**src/rtl/pipe_stage_reg.sv**
```systemverilog
// Parametrised inter-stage pipeline register with valid/ready handshake, optional 2-entry skid,
// synchronous flush and first-exception-wins merge. A bubble is always an all-zero entry.
module pipe_stage_reg #(
  parameter int PAYLOAD_W = 165,
  parameter int EXC_W     = 5,
  parameter bit SKID_EN   = 1'b1
) (
  input  logic                 clk,
  input  logic                 reset,
  input  logic                 flush,
  input  logic                 in_valid,
  output logic                 in_ready,
  input  logic [PAYLOAD_W-1:0] in_payload,
  input  logic [EXC_W-1:0]     in_exc,
  input  logic                 in_bd,
  input  logic [EXC_W-1:0]     local_exc,
  output logic                 out_valid,
  input  logic                 out_ready,
  output logic [PAYLOAD_W-1:0] out_payload,
  output logic [EXC_W-1:0]     out_exc,
  output logic                 out_bd,
  output logic [1:0]           occupancy
);

  typedef enum logic [1:0] {
    ST_EMPTY = 2'd0,
    ST_ONE   = 2'd1,
    ST_TWO   = 2'd2
  } state_t;

  typedef struct packed {
    logic [PAYLOAD_W-1:0] payload;
    logic [EXC_W-1:0]     exc;
    logic                 bd;
  } entry_t;

  localparam int ENTRY_W = PAYLOAD_W + EXC_W + 1;
  localparam logic [ENTRY_W-1:0] ZERO_BITS = {ENTRY_W{1'b0}};

  // An exception raised earlier in the pipe always outranks the one found by this stage.
  function automatic logic [EXC_W-1:0] merge_exc(input logic [EXC_W-1:0] up_exc,
                                                 input logic [EXC_W-1:0] here_exc);
    return (up_exc != {EXC_W{1'b0}}) ? up_exc : here_exc;
  endfunction

  state_t state_r, state_s;
  entry_t head_r, head_s, skid_r, skid_s, new_entry_s;
  logic   accept_s, retire_s;

  // State register and entry storage.
  always_ff @(posedge clk) begin
    if (!reset) begin
      state_r <= ST_EMPTY;
      head_r  <= entry_t'(ZERO_BITS);
      skid_r  <= entry_t'(ZERO_BITS);
    end else begin
      state_r <= state_s;
      head_r  <= head_s;
      skid_r  <= skid_s;
    end
  end

  // Next-state and next-entry logic; flush overrides every transfer in the same edge.
  always_comb begin
    accept_s            = in_valid & in_ready;
    retire_s            = out_valid & out_ready;
    new_entry_s.payload = in_payload;
    new_entry_s.exc     = merge_exc(in_exc, local_exc);
    new_entry_s.bd      = in_bd;
    state_s             = state_r;
    head_s              = head_r;
    skid_s              = skid_r;
    if (flush) begin
      state_s = ST_EMPTY;
      head_s  = entry_t'(ZERO_BITS);
      skid_s  = entry_t'(ZERO_BITS);
    end else begin
      case (state_r)
        ST_EMPTY: begin
          if (accept_s) begin
            state_s = ST_ONE;
            head_s  = new_entry_s;
          end else begin
            state_s = ST_EMPTY;
          end
        end
        ST_ONE: begin
          if (accept_s && retire_s) begin
            head_s = new_entry_s;
          end else if (accept_s && SKID_EN) begin
            state_s = ST_TWO;
            skid_s  = new_entry_s;
          end else if (retire_s) begin
            state_s = ST_EMPTY;
            head_s  = entry_t'(ZERO_BITS);
          end else begin
            state_s = ST_ONE;
          end
        end
        ST_TWO: begin
          if (retire_s) begin
            state_s = ST_ONE;
            head_s  = skid_r;
            skid_s  = entry_t'(ZERO_BITS);
          end else begin
            state_s = ST_TWO;
          end
        end
        default: begin
          state_s = ST_EMPTY;
          head_s  = entry_t'(ZERO_BITS);
          skid_s  = entry_t'(ZERO_BITS);
        end
      endcase
    end
  end

  // Output decode; with the skid enabled in_ready depends on flops only.
  always_comb begin
    out_payload = head_r.payload;
    out_exc     = head_r.exc;
    out_bd      = head_r.bd;
    out_valid   = 1'b0;
    occupancy   = 2'd0;
    in_ready    = 1'b1;
    case (state_r)
      ST_EMPTY: begin
        out_valid = 1'b0;
        occupancy = 2'd0;
        in_ready  = 1'b1;
      end
      ST_ONE: begin
        out_valid = 1'b1;
        occupancy = 2'd1;
        if (SKID_EN) begin
          in_ready = 1'b1;
        end else begin
          in_ready = out_ready;
        end
      end
      ST_TWO: begin
        out_valid = 1'b1;
        occupancy = 2'd2;
        in_ready  = 1'b0;
      end
      default: begin
        out_valid = 1'b0;
        occupancy = 2'd0;
        in_ready  = 1'b0;
      end
    endcase
  end

endmodule
```
**config.mk**
```make
export PLATFORM = sky130hd
export DESIGN_NAME = pipe_stage_reg
export DESIGN_NICKNAME = d
export VERILOG_FILES = /design/src/rtl/pipe_stage_reg.sv
export SDC_FILE = /design/constraint.sdc
export NUM_CORES = 1
export LEC_CHECK = 0
export ABC_AREA = 1
export BUFFER_PORTS_ARGS = -buffer_cell sky130_fd_sc_hd__buf_4
export CAP_MARGIN = 20
export CORE_MARGIN = 4
export CORE_UTILIZATION = 58
export CTS_CLUSTER_DIAMETER = 200
export DETAILED_ROUTE_END_ITERATION = 10
export GPL_TIMING_DRIVEN = 0
export PLACE_DENSITY_LB_ADDON = 0.3
export RECOVER_POWER = 50
export SYNTH_ARGS = -nofsm -noshare
export SYNTH_HDL_FRONTEND = slang
export SYNTH_SLANG_ARGS = --single-unit
```
**constraint.sdc**
```tcl
create_clock -name clk -period 5 [get_ports clk]
set_input_delay 0.5 -clock clk [delete_from_list [all_inputs] [get_ports clk]]
set_output_delay 0.5 -clock clk [all_outputs]
set_load 0.01 [all_outputs]
```
### Word-level counts from Yosys, hierarchy flattened

Cells that the tools add are included.

* register bits: 344
* output and inout port bits: 175

* eq/ne operators: 8
* mux-type cells: 18
* bitwise operators: 4
* reductions and logical operators: 8

Operators with widths (count)
* 171-bit 2-to-1 mux: 6
* 171-bit one-hot mux with 3 select lines: 2
* 2-bit != test, second input constant: 4
* 4-bit AND reduction: 2
* 2-bit 2-to-1 mux: 3
* 3-bit != test, second input constant: 2
* 2-bit one-hot mux with 3 select lines: 1
* 2-bit OR reduction: 3
* 5-bit 2-to-1 mux: 1
* 5-bit nonzero test: 1
* 1-bit 2-to-1 mux: 4
* 2-bit one-hot mux with 2 select lines: 1
* 1-bit AND: 2
* 2-bit by 1-bit == test with 1-bit output, second input constant: 1
* 2-bit == test, second input constant: 1
* 2-bit logical NOT: 1
* 1-bit NOT: 2
* 1-bit logical AND: 1

### Logic depth before layout (Yosys ltp)

Gate-level depths: netlist (run 1).

* depth after elaboration: 8
* mapped depth: 13
* gate-level depth less buffers: 10

### Worst setup path before layout (run 1)

No wires, ideal clock.

* kind: register -> register
* from: register state_r[0]
* to: register head_r (netlist bit out_payload[107])
* library setup time: 70 ps
* arrival time: 1826 ps
* path slack: 3104 ps
* stages on the path, launching flop included: 11
* path buffers: 3
* period minus slack after synthesis: 1896 ps
* cells stage by stage: dfxtp_1 -> inv_1 -> ha_1 -> a21oi_1 -> nand2_1 -> nand3b_1 -> buf_4 -> buf_2 -> buf_2 -> nand2_1 -> a21oi_1

* word-level cells in the longest chain between the ends: 7
* elaborated cells on any way between the ends: 17
* those cells by class: eq/ne: 6; mux: 4; bitwise: 2; reduce/logical: 5

RTL lines
* start, declared: line 46 `state_t state_r, state_s;`
* start signal, assigned: line 57 `state_r <= state_s;`
* 2-bit by 1-bit == test with 1-bit output or 2-bit == test (tied branches): line 126 `case (state_r)`
* 2-bit OR reduction (no source line) (*)
* 1-bit 2-to-1 mux (*): line 126
* net out_valid: line 17 `output logic out_valid,`
* 1-bit AND (*): line 66 `retire_s = out_valid & out_ready;`
* 1-bit logical AND: line 88 `if (accept_s && retire_s) begin`
* 3-bit != test (no source line) or 171-bit 2-to-1 mux (tied branches)
* 4-bit AND reduction (no source line) or 171-bit one-hot mux with 3 select lines (tied branches)
* end signal, assigned: line 54 `head_r <= entry_t'(ZERO_BITS);`
* end signal, assigned: line 58 `head_r <= head_s;`
* end, declared: line 47 `entry_t head_r, head_s, skid_r, skid_s, new_entry_s;`

The timed path passes the listed nets; every way through them passes the cells marked *.
A chain may end at the register's enable or synchronous reset.

### Final worst setup path (run 1)

* from: register state_r[1]
* to: register head_r (netlist bit out_payload[104])

* word-level cells in the longest chain between the ends: 7
* elaborated cells on any way between the ends: 17
* those cells by class: eq/ne: 6; mux: 4; bitwise: 2; reduce/logical: 5

RTL lines (line)
* 2-bit by 1-bit == test with 1-bit output (tied with other cells): 78, 126
* 2-bit OR reduction (no source line)
* 1-bit 2-to-1 mux, on equally long branches
* 1-bit AND, on equally long branches: 65, 66
* 1-bit logical AND: 88
* 3-bit != test (no source line) or 171-bit 2-to-1 mux (tied branches)
* 4-bit AND reduction (no source line) or 171-bit one-hot mux with 3 select lines (tied branches)

Parallel ways exist; a longest one is shown, timed or not.

==> results of run 1 <==
[flip-flops by register name (all words and copies together) (netlist names)]
| name | flops |
|---|---|
| out_bd | 1 |
| state_r | 2 |
| out_payload | 165 |
| skid_r | 171 |
| out_exc | 5 |
[per-layer routing]
layer,track usage,routed length [um]
met5,0,36
met3,0.0850,4130
met1,0.387,17800
met4,0.155,2450
met2,0.529,21700
[how the worst min path moves through the flow]
stage,start,endpoint,cells after the start
floorplan,skid_r[0]$_SDFFE_PP0P_,skid_r[0]$_SDFFE_PP0P_,2
global placement,skid_r[152]$_SDFFE_PP0P_,skid_r[152]$_SDFFE_PP0P_,2
detailed placement,skid_r[147]$_SDFFE_PP0P_,skid_r[147]$_SDFFE_PP0P_,2
CTS,in_payload[56],skid_r[62]$_SDFFE_PP0P_,3
global route,in_payload[67],skid_r[73]$_SDFFE_PP0P_,3
finish,in_payload[101],skid_r[107]$_SDFFE_PP0P_,3
[synth_stat cells]
| master | instances |
|---|---|
| inv_1 | 56 |
| nor2_8 | 1 |
| nand3b_1 | 1 |
| dfxtp_1 | 344 |
| buf_1 | 8 |
| nand4_1 | 4 |
| nand3_2 | 1 |
| o21ai_1 | 1 |
| o21ai_0 | 39 |
| clkbuf_1 | 86 |
| buf_4 | 2 |
| buf_6 | 10 |
| inv_2 | 1 |
| nand2_1 | 929 |
| ha_1 | 6 |
| buf_2 | 61 |
| a21oi_1 | 345 |
| nor2_1 | 9 |
| a211oi_1 | 39 |
| a22oi_1 | 1 |
| o211ai_1 | 1 |
| nand3_1 | 130 |
[cell type report]
| class | count | share of cell area |
|---|---|---|
| antenna | 5 | 0.000694 |
| inverter | 57 | 0.0119 |
| sequential | 344 | 0.382 |
| timing repair buffer | 355 | 0.112 |
| clock buffer | 48 | 0.0570 |
| multi-input combinational | 1507 | 0.363 |
| tap | 324 | 0.0225 |
| buffer | 167 | 0.0428 |
| clock inverter | 14 | 0.00909 |
[stage by stage]
stage                     setup WS, ns  instance area (um2)  instances  hold slack (ns)   util
after floorplan                   3.10                14400       2075            0.432      -
after global placement            2.42                17500       2754            0.442  0.718
after detailed placement          2.39                17500       2754            0.448  0.718
after CTS                         2.37                18700       2816            0.239  0.766
after global routing              1.72                18000       2821            0.260  0.739
final                             1.93                18000       2821            0.259  0.739
[where the power goes]
part	internal [uW]	total, uW	switching (uW)
clock network	1600	2720	1110
registers	2810	2840	33.0
logic	278	797	519
total	4690	6350	1670
[tightest hold or removal path: cells and delay by family]
| family | cells | cell delay, ns |
|---|---|---|
| and+or+nand+nor | 1 | 0.07 |
| buffers and inverters | 1 | 0.11 |
| AOI/OAI and AO/OA | 1 | 0.06 |
[cells by family after synthesis]
logic type	synth area share
AOI/OAI and AO/OA	0.155
adders and majority gates	0.00520
buffers and inverters	0.0693
DFF	0.477
and+or+nand+nor	0.293
==> qor.txt, run 1 <==
DPL Wire Length -> 32.2 mm
DRC errors left -> 0
Max Freq -> 0.326 GHz
Routed Wire Length -> 46.2 mm
top cell type's share of synthesized area -> 0.477
Max-Slew Margin vs Limit -> 0.321
critical path required time -> 5.44 ns
postcts setup bufs -> 0
die height -> 166 um
Clock transition at path regs -> 0.06 ns
top cell type by total area after synthesis -> dfxtp_1
DR pass1 iterations -> 6
Gate Count Post-Synth -> 2075
area grow syn2layout -> 25.0%
via count -> 15500
Post-DRT Antenna Nets -> 0
Synth cell types -> 22
Period minus WS final -> 3.07 ns
vias in the first global route -> 14800
FILL cells -> 1991
VDD IR max -> 0.290 mV
global-route wire length before repair -> 74.3 mm
root buffer cell -> clkbuf_16
cts hold-fix bufs -> 0
Clock Skews -> 0.0159 ns
Num CTS Buffers -> 36
die area -> 27500 um2
Startpoint Class -> flop
Initial Util -> 0.592
gpl congestion -> 0.878
sequential element share of the synthesized area -> 0.477
Hold Violations, Final -> 0
share of cells above drive strength 1 -> 0.122
Overflow after GRT -> 0
cell depth of the worst setup path -> 12
RR Endpoint -> out_payload[104]$_SDFFE_PP0P_
CP startpoint -> state_r[1]$_SDFFE_PP0P_
critical path type -> flop to flop
post-synthesis register bit count -> 344
syn_area_per_cell -> 6.95 um2
final period utilization -> 0.613
crit path to -> out_payload[104]$_SDFFE_PP0P_
crit-path cells -> inv_1, ha_1, clkbuf_1, nor2_1, nor2_1, nand2_1, nand3b_1, clkbuf_1, buf_2, buf_2, nand2_1, a21oi_1
clk_lat worst skew -> 0.52 ns
outcome -> finished clean
deepest clock path buffer count -> 3
crit-path max FO -> 10
Total GRT Usage -> 0.319
RSZ-0062 raised after global routing -> no
post-cts resize count -> 0
Total Nets Final -> 2655
Syn Nets -> 2262
maxcap violations -> 0
setup TNS -> 0 ns
Synth Warn # -> 0
initial antenna violation count -> 8
Starting DRT DRC Count -> 1297
top post-synthesis cells by area -> dfxtp_1 48%, nand2_1 24%, a21oi_1 12%, nand3_1 4.5%, clkbuf_1 2.2%
CTS HTree Levels -> 2
FF-to-FF setup slack -> 1.93 ns
overall power after layout -> 6350 uW
crit-path max cell delay -> 0.68 ns
worst path bufs/invs -> 5
Critical Path End Type -> flop
# clock sinks -> 344
Static Leak -> 0.00714 uW
fin. max-slew vios -> 0
CORE AREA -> 24400 um2
final setup violation count -> 0
Worst Tran Pin Value -> 1.02 ns
Crit-path slowest cell -> clkbuf_1
WL per Instance -> 16.4 um
R2R cell count -> 12
width of the die -> 166 um
vias per cell -> 5.51
# IOs -> 356
CP arrival -> 3.51 ns
pin count of the biggest net entering global routing -> 15
multi-input logic area -> 6540 um2
Synth Cell Area -> 14400 um2
Worst path top cell family by delay -> buffers and inverters
pwr dens -> 352 nW/um2
TritonCTS clock tree -> done
commonest cells after routing, fill and taps aside -> 929 x nand2_1, 345 x a21oi_1, 344 x dfxtp_1
num rows -> 57
Seq. cell area -> 6890 um2
PortBufs -> 355
most common cell after layout, fill and taps aside -> nand2_1
HP Class -> input pin to flop
Worst R2R Start -> state_r[1]$_SDFFE_PP0P_
Power figures use the tool's default switching activity.
==> run 2, diff against run 1 <==
ABC_AREA = 0   (was 1)
CORE_UTILIZATION = 47   (was 58)
clock period = 2.7 ns   (was 5 ns; I/O delays follow)
==> run 2 against run 1 <==
  * Global-route usage is 6.0 points lower
  * Clock skew is 0.0044 ns lower
  * Combinational power is 64% higher
  * Clock power is 80% higher
  * Fmax is 19% higher
  * Sequential power is 86% higher
  * First-iteration DRC count is 4.3% lower
  * Power is 81% higher
  * Largest cell class unchanged
==> qor.txt, run 2 <==
outcome -> finished clean
VDD IR max -> 0.454 mV (+56%)
maxcap violations -> 0 (unchanged)
width of the die -> 174 um (+5.2%)
FF-to-FF setup slack -> 0.13 ns (-1.81 ns)
highest routed layer -> met4
Synth cell types -> 34 (+55%)
Period minus WS final -> 2.57 ns (-0.494 ns)
fin. max-slew vios -> 0 (unchanged)
post-synthesis register bit count -> 344 (unchanged)
CTS HTree Levels -> 2 (unchanged)
crit-path cells -> inv_1, ha_1, nand2_1, nand3_1, a31oi_4, buf_2, buf_2, o2bb2ai_1
crit-path max cell delay -> 0.46 ns (-0.22 ns)
die height -> 174 um (+5.2%)
crit-path max FO -> 10 (unchanged)
DRC errors left -> 0 (unchanged)
most common cell after layout, fill and taps aside -> dfxtp_1
WL per Instance -> 19.2 um (+18%)
top cell type by total area after synthesis -> dfxtp_1
Startpoint Class -> flop
most flop-heavy register -> skid_r
gpl congestion -> 0.844 (-3.9%)
Static Leak -> 0.00597 uW (-16%)
Synth Warn # -> 0 (unchanged)
cts hold-fix bufs -> 0 (unchanged)
overall power after layout -> 11500 uW (+81%)
Async SR Flop Fraction -> 0 (unchanged)
via count -> 12600 (-19%)
count leader, synth -> dfxtp_1
PortBufs -> 355 (unchanged)
Initial Util -> 0.480 (-0.112)
clk_lat worst skew -> 0.51 ns (about the same)
Max Freq -> 0.389 GHz (+19%)
Routed Wire Length -> 42.0 mm (-9.1%)
FILL cells -> 2437 (+22%)
deepest clock path buffer count -> 3 (unchanged)
top cell type's share of synthesized area -> 0.530 (+0.0524)
top post-synthesis cells by count -> 344 x dfxtp_1, 172 x a21oi_1, 171 x o2bb2ai_1
Met1 Routed Length -> 17.2 mm (-3.7%)
top post-synthesis cells by area -> dfxtp_1 53%, o2bb2ai_1 12%, a22oi_1 9.6%, a21oi_1 6.6%, nand3_1 6.4%
Clock transition at path regs -> 0.06 ns (about the same)
Hold Violations, Final -> 0 (unchanged)
critical path required time -> 3.14 ns (-2.30 ns)
Gate Count Post-Synth -> 1392 (-33%)
ANT cells -> 0 (-5)
TritonCTS clock tree -> done
commonest cells after routing, fill and taps aside -> 344 x dfxtp_1, 276 x clkbuf_1, 188 x buf_4
Post-DRT Antenna Nets -> 0 (unchanged)
Synth Cell Area -> 13000 um2 (-9.9%)
final period utilization -> 0.953 (+0.339)
Crit-path slowest cell -> a31oi_4
syn_area_per_cell -> 9.34 um2 (+34%)
CORE AREA -> 27100 um2 (+11%)
area grow syn2layout -> 28.2%
root buffer cell -> clkbuf_16
main flop type after synthesis -> dfxtp_1
RSZ-0062 raised after global routing -> no
vias per cell -> 5.78 (+4.8%)
vias in the first global route -> 12200 (-18%)
Overflow after GRT -> 0 (unchanged)
Starting DRT DRC Count -> 1241 (-4.3%)
pwr dens -> 689 nW/um2 (+96%)
fin area -> 16700 um2 (-7.6%)
Worst Tran Pin Value -> 0.862 ns (-0.156 ns)
Clock Skews -> 0.0115 ns (-0.00443 ns)
Total Nets Final -> 1975 (-26%)
DPL Wire Length -> 30.1 mm (-6.4%)
DP Area -> 16100 um2 (-7.8%)
DR pass1 iterations -> 6 (unchanged)
# clock sinks -> 344 (unchanged)
initial antenna violation count -> 0 (-8)
EDFF count, synth -> 0 (unchanged)
Total GRT Usage -> 0.260 (-0.0598)
# IOs -> 356 (unchanged)
CP arrival -> 3.01 ns (-0.50 ns)
HP Class -> input pin to flop
share of cells above drive strength 1 -> 0.160 (+0.0383)
pin count of the biggest net entering global routing -> 14 (-1)
Met2 Wirelength -> 19.6 mm (-9.9%)
global-route wire length before repair -> 65.6 mm (-12%)
Max-Slew Margin vs Limit -> 0.425 (+0.104)
Syn Nets -> 1579 (-30%)
most frequent CP cell -> buf_2
sequential element share of the synthesized area -> 0.530 (+0.0524)
die area -> 30400 um2 (+11%)
max FFs per register -> 171 (unchanged)
num rows -> 60 (+5.3%)
Num CTS Buffers -> 36 (unchanged)
metal3 WL -> 4.21 mm (+2.0%)
final setup violation count -> 0 (unchanged)
Critical Path End Type -> flop
critical path type -> flop to flop
==> run 2: cell count changes in the layout (fill, tap and decap cells not counted), moves of 7 or more <==
cell and change:
nand2_1 -760, a21oi_1 -173, o2bb2ai_1 +171, a22oi_1 +166, inv_1 -47, a211oi_1 -39, o21ai_0 -39, nand3_1 +36
buf_2 -18, buf_6 -10, clkbuf_2 +10, buf_4 +7, nor2_1 -7
==> run 2: timing repair <==
action | CTS | global route
buffers inserted | 3 | 0
pin swaps | 1 | 0
gates resized for setup | 1 | 8
setup endpoints to repair | 90 | 81
==> run 2: cell type report <==
cell class	count	area (um2)	share of cell area
well taps	372	465	0.0279
clock buffers	51	1060	0.0635
inverters	9	33.8	0.00203
clock inverters	8	100	0.00601
multi-input cells	891	5460	0.328
flip-flops and latches	344	6890	0.413
repair buffers	358	2030	0.122
plain buffers	148	629	0.0378
==> run 2: per-stage QoR <==
stage	cells	hold slack, ns	worst slack [ns]	utilization	TNS (ns)
finish	2181	0.0428	0.127	0.615	0
global route	2181	0.0295	0.0112	0.615	0
CTS	2181	0.0237	0.0613	0.639	0
detailed placement	2119	0.443	-0.0622	0.595	-2.77
global placement	2119	0.438	-0.0218	0.595	-0.361
floorplan	1392	0.432	0.686	-	0
==> run 2: path summary, 6_finish.rpt <==
kind	start	endpoint	depth (start not counted)
hold reg to reg	skid_r[128]$_SDFFE_PP0P_	skid_r[128]$_SDFFE_PP0P_	2
setup reg to reg	state_r[0]$_SDFFE_PP0P_	out_payload[59]$_SDFFE_PP0P_	8
setup / recovery	state_r[0]$_SDFFE_PP0P_	out_payload[59]$_SDFFE_PP0P_	8
hold / removal	in_payload[97]	skid_r[103]$_SDFFE_PP0P_	3
==> run 2: cell families after synthesis <==
family / after synthesis / share of synthesized area
compound gates: 533 / 0.293
simple gates: 352 / 0.120
flops: 344 / 0.530
buf+inv: 157 / 0.0512
fa+ha+maj: 6 / 0.00577
==> run 2: power breakdown <==
part	leakage, uW	total, uW	internal, uW	switching, uW
combinational	0.00261	1310	467	844
sequential	0.00278	5280	5210	72.2
clock	0.000570	4900	2910	1980
==> run 2: worst max-delay path, delay by kind of cell, from the launching register on <==
kind                     cells  cell delay (ns)
flip-flops                   1             0.40
buffers and inverters        3             0.81
adder cells (fa/ha/maj)      1             0.37
AO/OA/AOI/OAI                2             0.60
AND/OR/NAND/NOR              2             0.30
==> run 2: layer usage <==
layer	vias to the layer above	track usage
li1	5974	-
met1	5987	0.335
met2	578	0.425
met3	65	0.0779
met4	0	0.0709
met5	-	0
